[src/rtl/sync_fifo_flags.sv]
// Single-clock FIFO for any depth (not only powers of two). It provides an
// occupancy count, programmable almost-full and almost-empty flags, and
// one-cycle overflow and underflow pulses.
// Two read modes are available: a registered standard read, or
// first-word-fall-through (FWFT).
module sync_fifo_flags #(
  parameter int unsigned DATA_LEN   = 8,
  parameter int unsigned DEPTH      = 8,
  parameter int unsigned ADDR_LEN   = 3,
  parameter int unsigned AFULL_THR  = DEPTH - 1,
  parameter int unsigned AEMPTY_THR = 1,
  parameter int unsigned FWFT       = 0
) (
  input  logic                clk,
  input  logic                rst,
  input  logic                push,
  input  logic [DATA_LEN-1:0] indata,
  input  logic                pop,
  output logic [DATA_LEN-1:0] outdata,
  output logic                empty,
  output logic                full,
  output logic                almost_empty,
  output logic                almost_full,
  output logic [ADDR_LEN:0]   count,
  output logic                overflow,
  output logic                underflow
);

  localparam int unsigned CntW = ADDR_LEN + 1;

  // Reject parameter combinations that cannot work at elaboration time.
  if ((2 ** ADDR_LEN) < DEPTH) begin : g_addr_chk
    $error("ADDR_LEN too small for DEPTH");
  end
  if (DEPTH < 2) begin : g_depth_chk
    $error("DEPTH must be at least 2");
  end
  if (AFULL_THR < 1 || AFULL_THR > DEPTH || AEMPTY_THR >= DEPTH) begin : g_thr_chk
    $error("almost flag thresholds out of range");
  end

  logic [DATA_LEN-1:0] mem [DEPTH];
  logic [ADDR_LEN-1:0] wr_ptr_q, wr_ptr_d;
  logic [ADDR_LEN-1:0] rd_ptr_q, rd_ptr_d;
  logic [CntW-1:0]     count_q, count_d;
  logic                overflow_q, underflow_q;
  logic                push_acc, pop_acc;

  // Accept decode. A pop while full frees the slot the push needs in the same cycle.
  always_comb begin
    pop_acc  = pop & (count_q != '0);
    push_acc = push & ((count_q != CntW'(DEPTH)) | pop_acc);
  end

  // Next-state computation for the pointers (wrapping at DEPTH-1) and the count.
  always_comb begin
    wr_ptr_d = wr_ptr_q;
    rd_ptr_d = rd_ptr_q;
    count_d  = count_q;
    if (push_acc) begin
      wr_ptr_d = (wr_ptr_q == ADDR_LEN'(DEPTH - 1)) ? '0 : wr_ptr_q + ADDR_LEN'(1);
    end
    if (pop_acc) begin
      rd_ptr_d = (rd_ptr_q == ADDR_LEN'(DEPTH - 1)) ? '0 : rd_ptr_q + ADDR_LEN'(1);
    end
    unique case ({push_acc, pop_acc})
      2'b10:   count_d = count_q + CntW'(1);
      2'b01:   count_d = count_q - CntW'(1);
      default: count_d = count_q;
    endcase
  end

  // Control state register; rst has priority over push and pop.
  always_ff @(posedge clk) begin
    if (rst) begin
      wr_ptr_q    <= '0;
      rd_ptr_q    <= '0;
      count_q     <= '0;
      overflow_q  <= 1'b0;
      underflow_q <= 1'b0;
    end else begin
      wr_ptr_q    <= wr_ptr_d;
      rd_ptr_q    <= rd_ptr_d;
      count_q     <= count_d;
      overflow_q  <= push & ~push_acc;
      underflow_q <= pop & ~pop_acc;
    end
  end

  // Storage write. Storage is not reset; when full, a read of the same slot sees the old word.
  always_ff @(posedge clk) begin
    if (!rst && push_acc) begin
      mem[wr_ptr_q] <= indata;
    end
  end

  if (FWFT != 0) begin : g_fwft
    // Show the head word combinationally. It is only meaningful while not empty.
    always_comb begin
      outdata = mem[rd_ptr_q];
    end
  end else begin : g_std
    logic [DATA_LEN-1:0] rdata_q;
    // Registered read. The data is loaded on an accepted pop and held otherwise.
    always_ff @(posedge clk) begin
      if (rst) begin
        rdata_q <= '0;
      end else if (pop_acc) begin
        rdata_q <= mem[rd_ptr_q];
      end
    end
    always_comb begin
      outdata = rdata_q;
    end
  end

  // All flags are decoded from the registered count.
  always_comb begin
    count        = count_q;
    empty        = (count_q == '0);
    full         = (count_q == CntW'(DEPTH));
    almost_empty = (count_q <= CntW'(AEMPTY_THR));
    almost_full  = (count_q >= CntW'(AFULL_THR));
    overflow     = overflow_q;
    underflow    = underflow_q;
  end

endmodule

[config.mk]
export PLATFORM = sky130hd
export DESIGN_NAME = sync_fifo_flags
export DESIGN_NICKNAME = d
export VERILOG_FILES = /design/src/rtl/sync_fifo_flags.sv
export SDC_FILE = /design/constraint.sdc
export NUM_CORES = 1
export LEC_CHECK = 0
export CAP_MARGIN = 20
export CORE_MARGIN = 1
export CORE_UTILIZATION = 52
export DETAILED_ROUTE_END_ITERATION = 7
export GPL_TIMING_DRIVEN = 1
export HOLD_SLACK_MARGIN = 0.06
export PLACE_DENSITY = 0.73
export SLEW_MARGIN = 10
export SYNTH_ARGS = -nofsm -noshare
export SYNTH_HDL_FRONTEND = slang
export SYNTH_SLANG_ARGS = --single-unit
[constraint.sdc]
create_clock -name clk -period 3.9 [get_ports clk]
set_input_delay 0.78 -clock clk [delete_from_list [all_inputs] [get_ports clk]]
set_output_delay 0.78 -clock clk [all_outputs]
set_load 0.01 [all_outputs]
### Word-level counts from Yosys, hierarchy flattened

Memories as Yosys holds them, arrays and structs flattened. A register that Yosys moved wholly into a read port is not among the register bits.
Cells that the tools add are included.

* RAM bits: 64
* logic and storage cells: 35
* output and inout port bits: 18
* input port bits: 12
* register bits after elaboration: 12
* memories kept: 1

* reductions and logical operators: 5
* add/sub/neg operators: 4
* bitwise gates (word level): 7
* mux-type cells: 5
* $lt $le $gt $ge: 2
* equality and inequality tests: 6

Memory list
* mem: words 8, width 8, read ports 1, clocked after memory_dff 1, wr ports 1, RTL line 42 `logic [DATA_LEN-1:0] mem [DEPTH];`

Operators with widths (count)
* $pmux 4 s2: 1
* $add 3x1->3 const B: 2
* $eq 3x3->1 const B: 2
* $mux 3: 2
* $add 4x1->4 const B: 1
* $and 1x1->1: 4
* $eq 4x4->1 const B: 1
* $ge 4x3->1 const B: 1
* $le 4x1->1 const B: 1
* $logic_not 4->1: 1
* $ne 4x4->1 const B: 1
* $reduce_bool 4->1: 1
* $sub 4x1->4 const B: 1
* $eq 2x1->1 const B: 1
* $eq 2x2->1 const B: 1
* $mux 1: 2
* $not 1->1: 2
* $reduce_bool 2->1: 1
* $logic_and 1x1->1: 1
* $logic_not 1->1: 1
* $or 1x1->1: 1

### Depth between registers and ports, before layout

Gate-level depths: netlist of the first run.

* word-level depth: 7
* depth in mapped cells: 10
* depth with buffers taken out: 10

### Least setup slack after synthesis of the first run

No wires, ideal clock.

* path kind: register -> register
* start point: register count_q[0] (netlist: count[0])
* end point: register count_q[3] (netlist: count[3])
* path slack: 1.594 ns
* arrival time: 2.192 ns
* library setup time: 0.115 ns
* path buffers: 0
* data required time: 3.785 ns
* cell stages (with the launch flop): 11
* period minus slack after synthesis: 2.306 ns
* path through: dfxtp_1 > inv_1 > ha_1 > or3b_4 > nand2_4 > inv_1 > ha_1 > or4b_1 > a21oi_2 > xnor2_1 > nor2_1

* word-level cells in the longest chain between the ends: 6
* elaborated cells on any way between the ends: 11
* classes of those cells: add/sub: 2; eq/ne: 3; mux: 1; bitwise: 3; reduce/logical: 2

Ends and longest elaborated chain
* from (decl): RTL line 45 `logic [CntW-1:0] count_q, count_d;`
* from (signal assigned): RTL line 84 `count_q <= count_d;`
* $reduce_bool 4->1 (*): RTL line 51 `pop_acc = pop & (count_q != '0);`
* $and 1x1->1 (*): RTL line 51
* named net pop_acc: RTL line 47 `logic push_acc, pop_acc;`
* $or 1x1->1: RTL line 52 `push_acc = push & ((count_q != CntW'(DEPTH)) | pop_acc);`
* $and 1x1->1: RTL line 52
* $eq 2x1->1 or $eq 2x2->1 (tied branches): RTL line 66 `unique case ({push_acc, pop_acc})`
* $pmux 4 s2 or $reduce_bool 2->1 (tied branches)

The timed path passes the listed nets; every way through them passes the cells marked *.
A chain may end at the register's enable or synchronous reset.

### Worst setup path after layout of the first run

* start point: register count_q[1] (netlist: count[1])
* end point: output port empty

* word-level cells in the longest chain between the ends: 1

Ends and longest elaborated chain
* $logic_not 4->1: RTL line 120 `empty = (count_q == '0);`
* to (decl): RTL line 20 `output logic empty,`

Every way passes these cells.

==> key figures, run 1 <==
Yosys
  – Yosys reg bits: 84
  – Post-synth top cells: edfxtp_1, mux2i_1, dfxtp_1
  – Synth area leader: edfxtp_1
  – Netlist cell types: 34
  – Cell Area, Synth: 3390 sq um
  – Post-synth EDFFs: 64
  – Seq/Total Area, Yosys: 68.5%
  – Count leader, synth: edfxtp_1
  – Syn_nets: 244
  – Prevailing post-synth register cell: edfxtp_1
  – Mean Syn Cell Area: 15.1 sq um
  – Ys Warns: 0
  – Yosys top cell area share: 56.7%
  – Synth top area cells: edfxtp_1, dfxtp_1, mux2i_1, a22oi_1, ha_1
  – Mapped Cells: 224
  – Async SR Flop Fraction: 0%

Floorplanning
  – Initial Util: 53.7%
  – I/O pin cnt: 30
  – Die Area: 6840 sq um
  – # rows: 29
  – Core Box Area: 6310 sq um
  – DIE HEIGHT: 82.7 um
  – Die span in x: 82.7 um

Setup path
  – Crit Path Class: reg -> out
  – Startpoint types: flop
  – Worst Path Required: 3.12 ns
  – CP bufs+invs: 3
  – Worst path cell trace: inv_1 > ha_1 > or3b_4 > inv_1 > clkdlybuf4s50_1
  – Slowest stage cell, crit path: clkdlybuf4s50_1
  – Worst path top cell family by delay: buffers and inverters
  – CP max stage delay: 0.53 ns
  – CP most frequent cell: inv_1
  – Worst Path Max Fanout: 5
  – Critical Path AT: 2.07 ns
  – Critical Path Sink Type: output pin

Clock network
  – Post-CTS setup buffer count: 0
  – Hold_buf cts: 0
  – Clk sinks: 84
  – CTS buffer count: 9
  – CTS root buffer: clkbuf_8
  – Deepest level of the CTS H-tree: 3
  – Max Root-Sink Buffers: 2
  – TritonCTS clock tree: done
  – Latest clock arrival within the worst-skew pair: 0.35 ns
  – Post-cts sizing count: 0
  – Clock-pin transition on the worst setup and hold timing paths: 0.08 ns

Layout
  – Fin nets: 278
  – Final Cell Area: 3910 sq um
  – Layout Cells excl Fill: 340
  – Number of fill cells: 487
  – Layout cells sized above 1: 8.37%
  – Diode count: 0
  – Final Core Density: 61.9%
  – Layout overhead on the synthesized area: 15.3%

Detailed routing
  – 1st-iter DRT viols: 116
  – DR vias: 1,914
  – Drt pass-1 iters: 4
  – WL/cell: 19.3 um
  – Post-route DRC: 0
  – Total Wirelength: 6.56 mm
  – Vias per std cell: 5.63
  – Final antenna-violating net count: 0

Timing
  – Final min period: 2.85 ns
  – Worst-margin pin slew: 1.00 ns
  – Clk_skew: 0.0169 ns
  – Max-slew violation count: 0
  – Final setup vio count: 0
  – Setup TNS: 0 ns
  – Fin. Hold Viols: 0
  – RSZ-0062 raised after global routing: no
  – Final clock period utilization by the worst path: 73.1%
  – Peak Freq: 0.351 GHz
  – Slew HR: 33.3%

Pwr
  – Comb power frac: 24.1%
  – Sequential Power Share: 51.6%
  – Static leakage: 1.30 nW
  – Switch share: 29.2%
  – Int Pwr: 1.54 mW
  – Maximum vdd drop: 0.450 mV
  – NetSw: 0.636 mW
  – Total power: 2.18 mW
  – Clock share of power: 24.3%
  – Power per cell area: 557 nW/um^2

GRT
  – Total GRT Usage: 21.0%
  – First-pass GRT wire length: 9.43 mm
  – Largest net degree at the start of global routing: 36
  – Grt ovf: 0
  – Vias in the first global route: 1,736
  – Initial antenna violation count: 0

Worst hold path
  – Worst Hold Class: reg -> reg

Placed design
  – GP Congestion: 0.847
  – DP HPWL: 4.51 mm
  – Post-placement cell count: 324
  – Port Buffer Count: 29
  – Placed Area: 3740 sq um

Job
  – Maxcap violations: 0

Outcome
  – Outcome: finished clean
-- logic make-up after synthesis --
family | Yosys count | share of synthesized area, %
flops | 84 | 68.5
buf+inv | 13 | 2.10
simple gates | 47 | 7.53
fa+ha+maj | 8 | 2.95
compound gates | 34 | 7.76
xor+xnor | 3 | 0.776
mux | 35 | 10.3
-- routing by layer --
metal / wire length (um) / GRT usage, % / vias up
met1: 2970 / 28.2 / 914
met4: 134 / 8.62 / 0
li1: - / - / 927
met3: 402 / 5.49 / 11
met5: 0 / 0 / -
met2: 3060 / 32.4 / 62
-- registers in the layout (all words and copies together) (netlist names) --
register and flops:
mem 64, outdata 8, count 4, rd_ptr_q 3, wr_ptr_q 3, overflow 1, underflow 1
-- metrics by stage --
stage,hold WS [ns],worst slack [ns]
global route,0.497,0.908
global placement,0.450,0.931
floorplan,0.467,1.59
detailed placement,0.455,0.843
finish,0.471,1.05
CTS,0.474,1.03
-- final timing paths --
| check | startpoint | end | slack [ns] | depth (start not counted) |
|---|---|---|---|---|
| worst max register to register | count[0]$_SDFFE_PP0P_ | count[3]$_SDFFE_PP0P_ | 1.41 | 10 |
| worst max-delay path | count[1]$_SDFFE_PP0P_ | empty | 1.05 | 5 |
| worst min register to register | outdata[2]$_SDFFE_PP0P_ | outdata[2]$_SDFFE_PP0P_ | 0.47 | 1 |
| worst min-delay path | outdata[2]$_SDFFE_PP0P_ | outdata[2]$_SDFFE_PP0P_ | 0.47 | 1 |
-- layout by cell type, fill, tap and decap left out, types with 2 or more instances in the layout --
cell             Yosys  routed
mux2i_1             35      35
nand2b_1             5       5
a21oi_1              5       5
inv_1                5       5
nor2b_1              2       2
nor3_1               4       4
ha_1                 8       8
a22oi_1             16      16
nand3b_1             3       3
clkbuf_1             0       2
nor2_1              15      15
buf_4                3       2
nand2_1              8       8
or3_1                3       3
dfxtp_1             20      19
edfxtp_1            64      64
clkinvlp_4           0       2
a32o_1               7       7
clkbuf_8             1       9
clkdlybuf4s50_1      0      29
xor2_1               2       2
-- power groups by stage --
stage	Combinational (mW)	Sequential, mW	Clock [mW]
6_report	0.526	1.12	0.529
5_1_grt	0.578	1.14	0.580
4_1_cts	0.528	1.12	0.539
3_5_place_dp	0.525	1.14	0
3_3_place_gp	0.521	1.14	0
2_1_floorplan	0.363	1.10	0
-- area by class of cell --
type,count,area (sq um),share of cell area (%)
repair buffers,31,305,7.82
clock buffers,11,131,3.36
multi-input cells,127,995,25.5
clock inverters,5,36.3,0.929
inverters,5,18.8,0.480
flip-flops and latches,84,2320,59.5
well taps,77,96.3,2.47
No activity file was read; power rests on OpenSTA's default activity.
==> run 2: changes to the inputs <==
--- a/config.mk
+++ b/config.mk
@@ -7,11 +7,11 @@
 export LEC_CHECK = 0
 export CAP_MARGIN = 20
 export CORE_MARGIN = 1
-export CORE_UTILIZATION = 52
+export CORE_UTILIZATION = 51
 export DETAILED_ROUTE_END_ITERATION = 7
 export GPL_TIMING_DRIVEN = 1
 export HOLD_SLACK_MARGIN = 0.06
-export PLACE_DENSITY = 0.73
+export PLACE_DENSITY = 0.75
 export SLEW_MARGIN = 10
 export SYNTH_ARGS = -nofsm -noshare
 export SYNTH_HDL_FRONTEND = slang
==> constraint.sdc (replaced) <==
create_clock -name clk -period 2.5 [get_ports clk]
set_input_delay 0.5 -clock clk [delete_from_list [all_inputs] [get_ports clk]]
set_output_delay 0.5 -clock clk [all_outputs]
set_load 0.01 [all_outputs]
==> key figures, run 2 (synthesis gave the netlist of run 1 again) <==
Timing
  – Final min period: 2.32 ns
  – Setup TNS: 0 ns (unchanged)
  – Clk_skew: 0.00871 ns (-0.00823 ns)
  – Fin. Hold Viols: 0 (unchanged)
  – Slew HR: 40.1% (+6.8 points)
  – Worst-margin pin slew: 0.895 ns (-0.105 ns)
  – Max-slew violation count: 0 (unchanged)
  – Final setup vio count: 0 (unchanged)
  – Final clock period utilization by the worst path: 92.7%
  – RSZ-0062 raised after global routing: no
  – Peak Freq: 0.432 GHz

Layout
  – Most flops, register: mem
  – Max FFs per register: 64 (unchanged)
  – Number of fill cells: 469 (-3.7%)
  – Diode count: 0 (unchanged)
  – Final Cell Area: 4060 sq um (+4.0%)
  – Layout cells sized above 1: 15.4% (+7.0 points)
  – Fin nets: 295 (+6.1%)
  – Most frequent cells in the layout: edfxtp_1, mux2i_1, clkdlybuf4s50_1
  – Reg area: 2320 sq um (unchanged)
  – Multi-input gate area: 997 sq um (+0.25%)
  – Commonest non-fill, non-tap cell in the layout: edfxtp_1
  – Layout overhead on the synthesized area: 19.9%

Setup path
  – Critical Path AT: 1.82 ns (-0.25 ns)
  – RR Endpoint: count[2]$_SDFFE_PP0P_
  – R2R setup slack: 0.26 ns (-1.15 ns)
  – Slowest stage cell, crit path: dfxtp_1
  – Worst Path Max Fanout: 7 (+2)
  – Startpoint types: flop
  – CP most frequent cell: inv_1
  – CP max stage delay: 0.47 ns (-0.06 ns)
  – R2R depth: 8 (-2)
  – Crit Path Class: reg -> out
  – Critical Path Sink Type: output pin
  – Worst Path Required: 2.00 ns (-1.12 ns)
  – Worst path cell trace: inv_1 > ha_2 > nand3b_1 > inv_1 > clkdlybuf4s50_1
  – Reg-to-reg critical path startpoint: count[0]$_SDFFE_PP0P_

Detailed routing
  – WL/cell: 17.7 um (-8.2%)
  – Drt pass-1 iters: 4 (unchanged)
  – Post-route DRC: 0 (unchanged)
  – Vias per std cell: 5.58 (-0.88%)
  – DR vias: 1,992 (+4.1%)
  – Final antenna-violating net count: 0 (unchanged)
  – 1st-iter DRT viols: 137 (+18%)
  – Total Wirelength: 6.32 mm (-3.7%)

Floorplanning
  – Initial Util: 53.1% (-0.61 points)
  – I/O pin cnt: 30 (unchanged)
  – Die Area: 6970 sq um (+1.9%)
  – Core Box Area: 6390 sq um (+1.1%)
  – # rows: 29 (unchanged)
  – Die span in x: 83.5 um (+0.96%)
  – DIE HEIGHT: 83.5 um (+0.96%)

Pwr
  – Static leakage: 1.40 nW (+7.7%)
  – Power per cell area: 855 nW/um^2 (+53%)
  – Maximum vdd drop: 0.697 mV (+55%)

Clock network
  – Clock-pin transition on the worst setup and hold timing paths: 0.09 ns (about the same)
  – CTS buffer count: 9 (unchanged)
  – Clk sinks: 84 (unchanged)
  – TritonCTS clock tree: done
  – Latest clock arrival within the worst-skew pair: 0.35 ns (about the same)
  – Max Root-Sink Buffers: 2 (unchanged)
  – Deepest level of the CTS H-tree: 3 (unchanged)
  – CTS root buffer: clkbuf_8

GRT
  – First-pass GRT wire length: 10.1 mm (+7.2%)
  – Grt ovf: 0 (unchanged)
  – Total GRT Usage: 19.7% (-1.4 points)
  – Vias in the first global route: 1,956 (+13%)
  – Initial antenna violation count: 0 (unchanged)
  – Largest net degree at the start of global routing: 23 (-36%)

Worst hold path
  – Worst Hold Path EP: outdata[7]$_SDFFE_PP0P_
  – Worst Hold Class: reg -> reg
  – Min-delay src: outdata[7]$_SDFFE_PP0P_
  – Hold depth: 1 (unchanged)

Outcome
  – Outcome: finished clean

Job
  – Maxcap violations: 0 (unchanged)

Placed design
  – DP HPWL: 4.20 mm (-6.7%)
  – Placed Area: 3880 sq um (+3.7%)
  – GP Congestion: 0.757 (-11%)
  – Port Buffer Count: 29 (unchanged)
run 2: where the power goes:
group	leakage [nW]	internal, mW	switching [mW]
logic	0.578	0.479	0.420
registers	0.742	1.59	0.110
clock network	0.0840	0.374	0.501
total	1.40	2.44	1.03
run 2: layout make-up:
type	instances	share of cell area [%]
sequential	84	57.2
multi-input combinational	127	24.5
timing repair buffer	48	10.9
clock buffer	9	3.05
tap	77	2.37
clock inverter	7	1.48
inverter	5	0.462
run 2: through the flow:
| stage | hold WS, ns | util (%) | setup WS [ns] | total power [mW] | std cells |
|---|---|---|---|---|---|
| floorplan | 0.467 | - | 0.194 | 2.28 | 224 |
| global placement | 0.455 | 60.7 | 0.156 | 2.62 | 341 |
| detailed placement | 0.454 | 60.7 | 0.111 | 2.64 | 341 |
| CTS | 0.475 | 63.6 | 0.176 | 3.50 | 357 |
| global route | 0.501 | 63.6 | 0.0262 | 3.66 | 357 |
| finish | 0.469 | 63.6 | 0.184 | 3.47 | 357 |
run 2: layer usage:
layer	GRT usage (%)	vias up	wire [um]	part of all wire, %
li1	-	965	-	-
met1	27.1	973	2830	45
met2	30.8	50	3130	50
met3	4.55	4	323	5.1
met4	7.24	0	33	0.52
met5	0	-	0	0
run 2: repair_timing:
| action | 4_1_cts | 5_1_grt |
|---|---|---|
| hold buffers | 0 | 0 |
| endpoints found under the setup margin | 1 | 0 |
| resized for setup | 2 | 0 |
| buffers inserted | 0 | 0 |
run 2: critical path: cells and delay by family, from the launching register on:
kind / cells / cell delay [ns]
fa+ha+maj: 1 / 0.22
buf+inv: 3 / 0.61
flops: 1 / 0.47
simple gates: 1 / 0.18
run 2: worst max-delay path by stage:
stage                               start                    end
floorplan           count[0]$_SDFFE_PP0P_  count[3]$_SDFFE_PP0P_
global route        count[0]$_SDFFE_PP0P_                   full
detailed placement                    pop  count[3]$_SDFFE_PP0P_
global placement                      pop  count[3]$_SDFFE_PP0P_
finish              count[0]$_SDFFE_PP0P_                   full
CTS                 count[1]$_SDFFE_PP0P_                   full
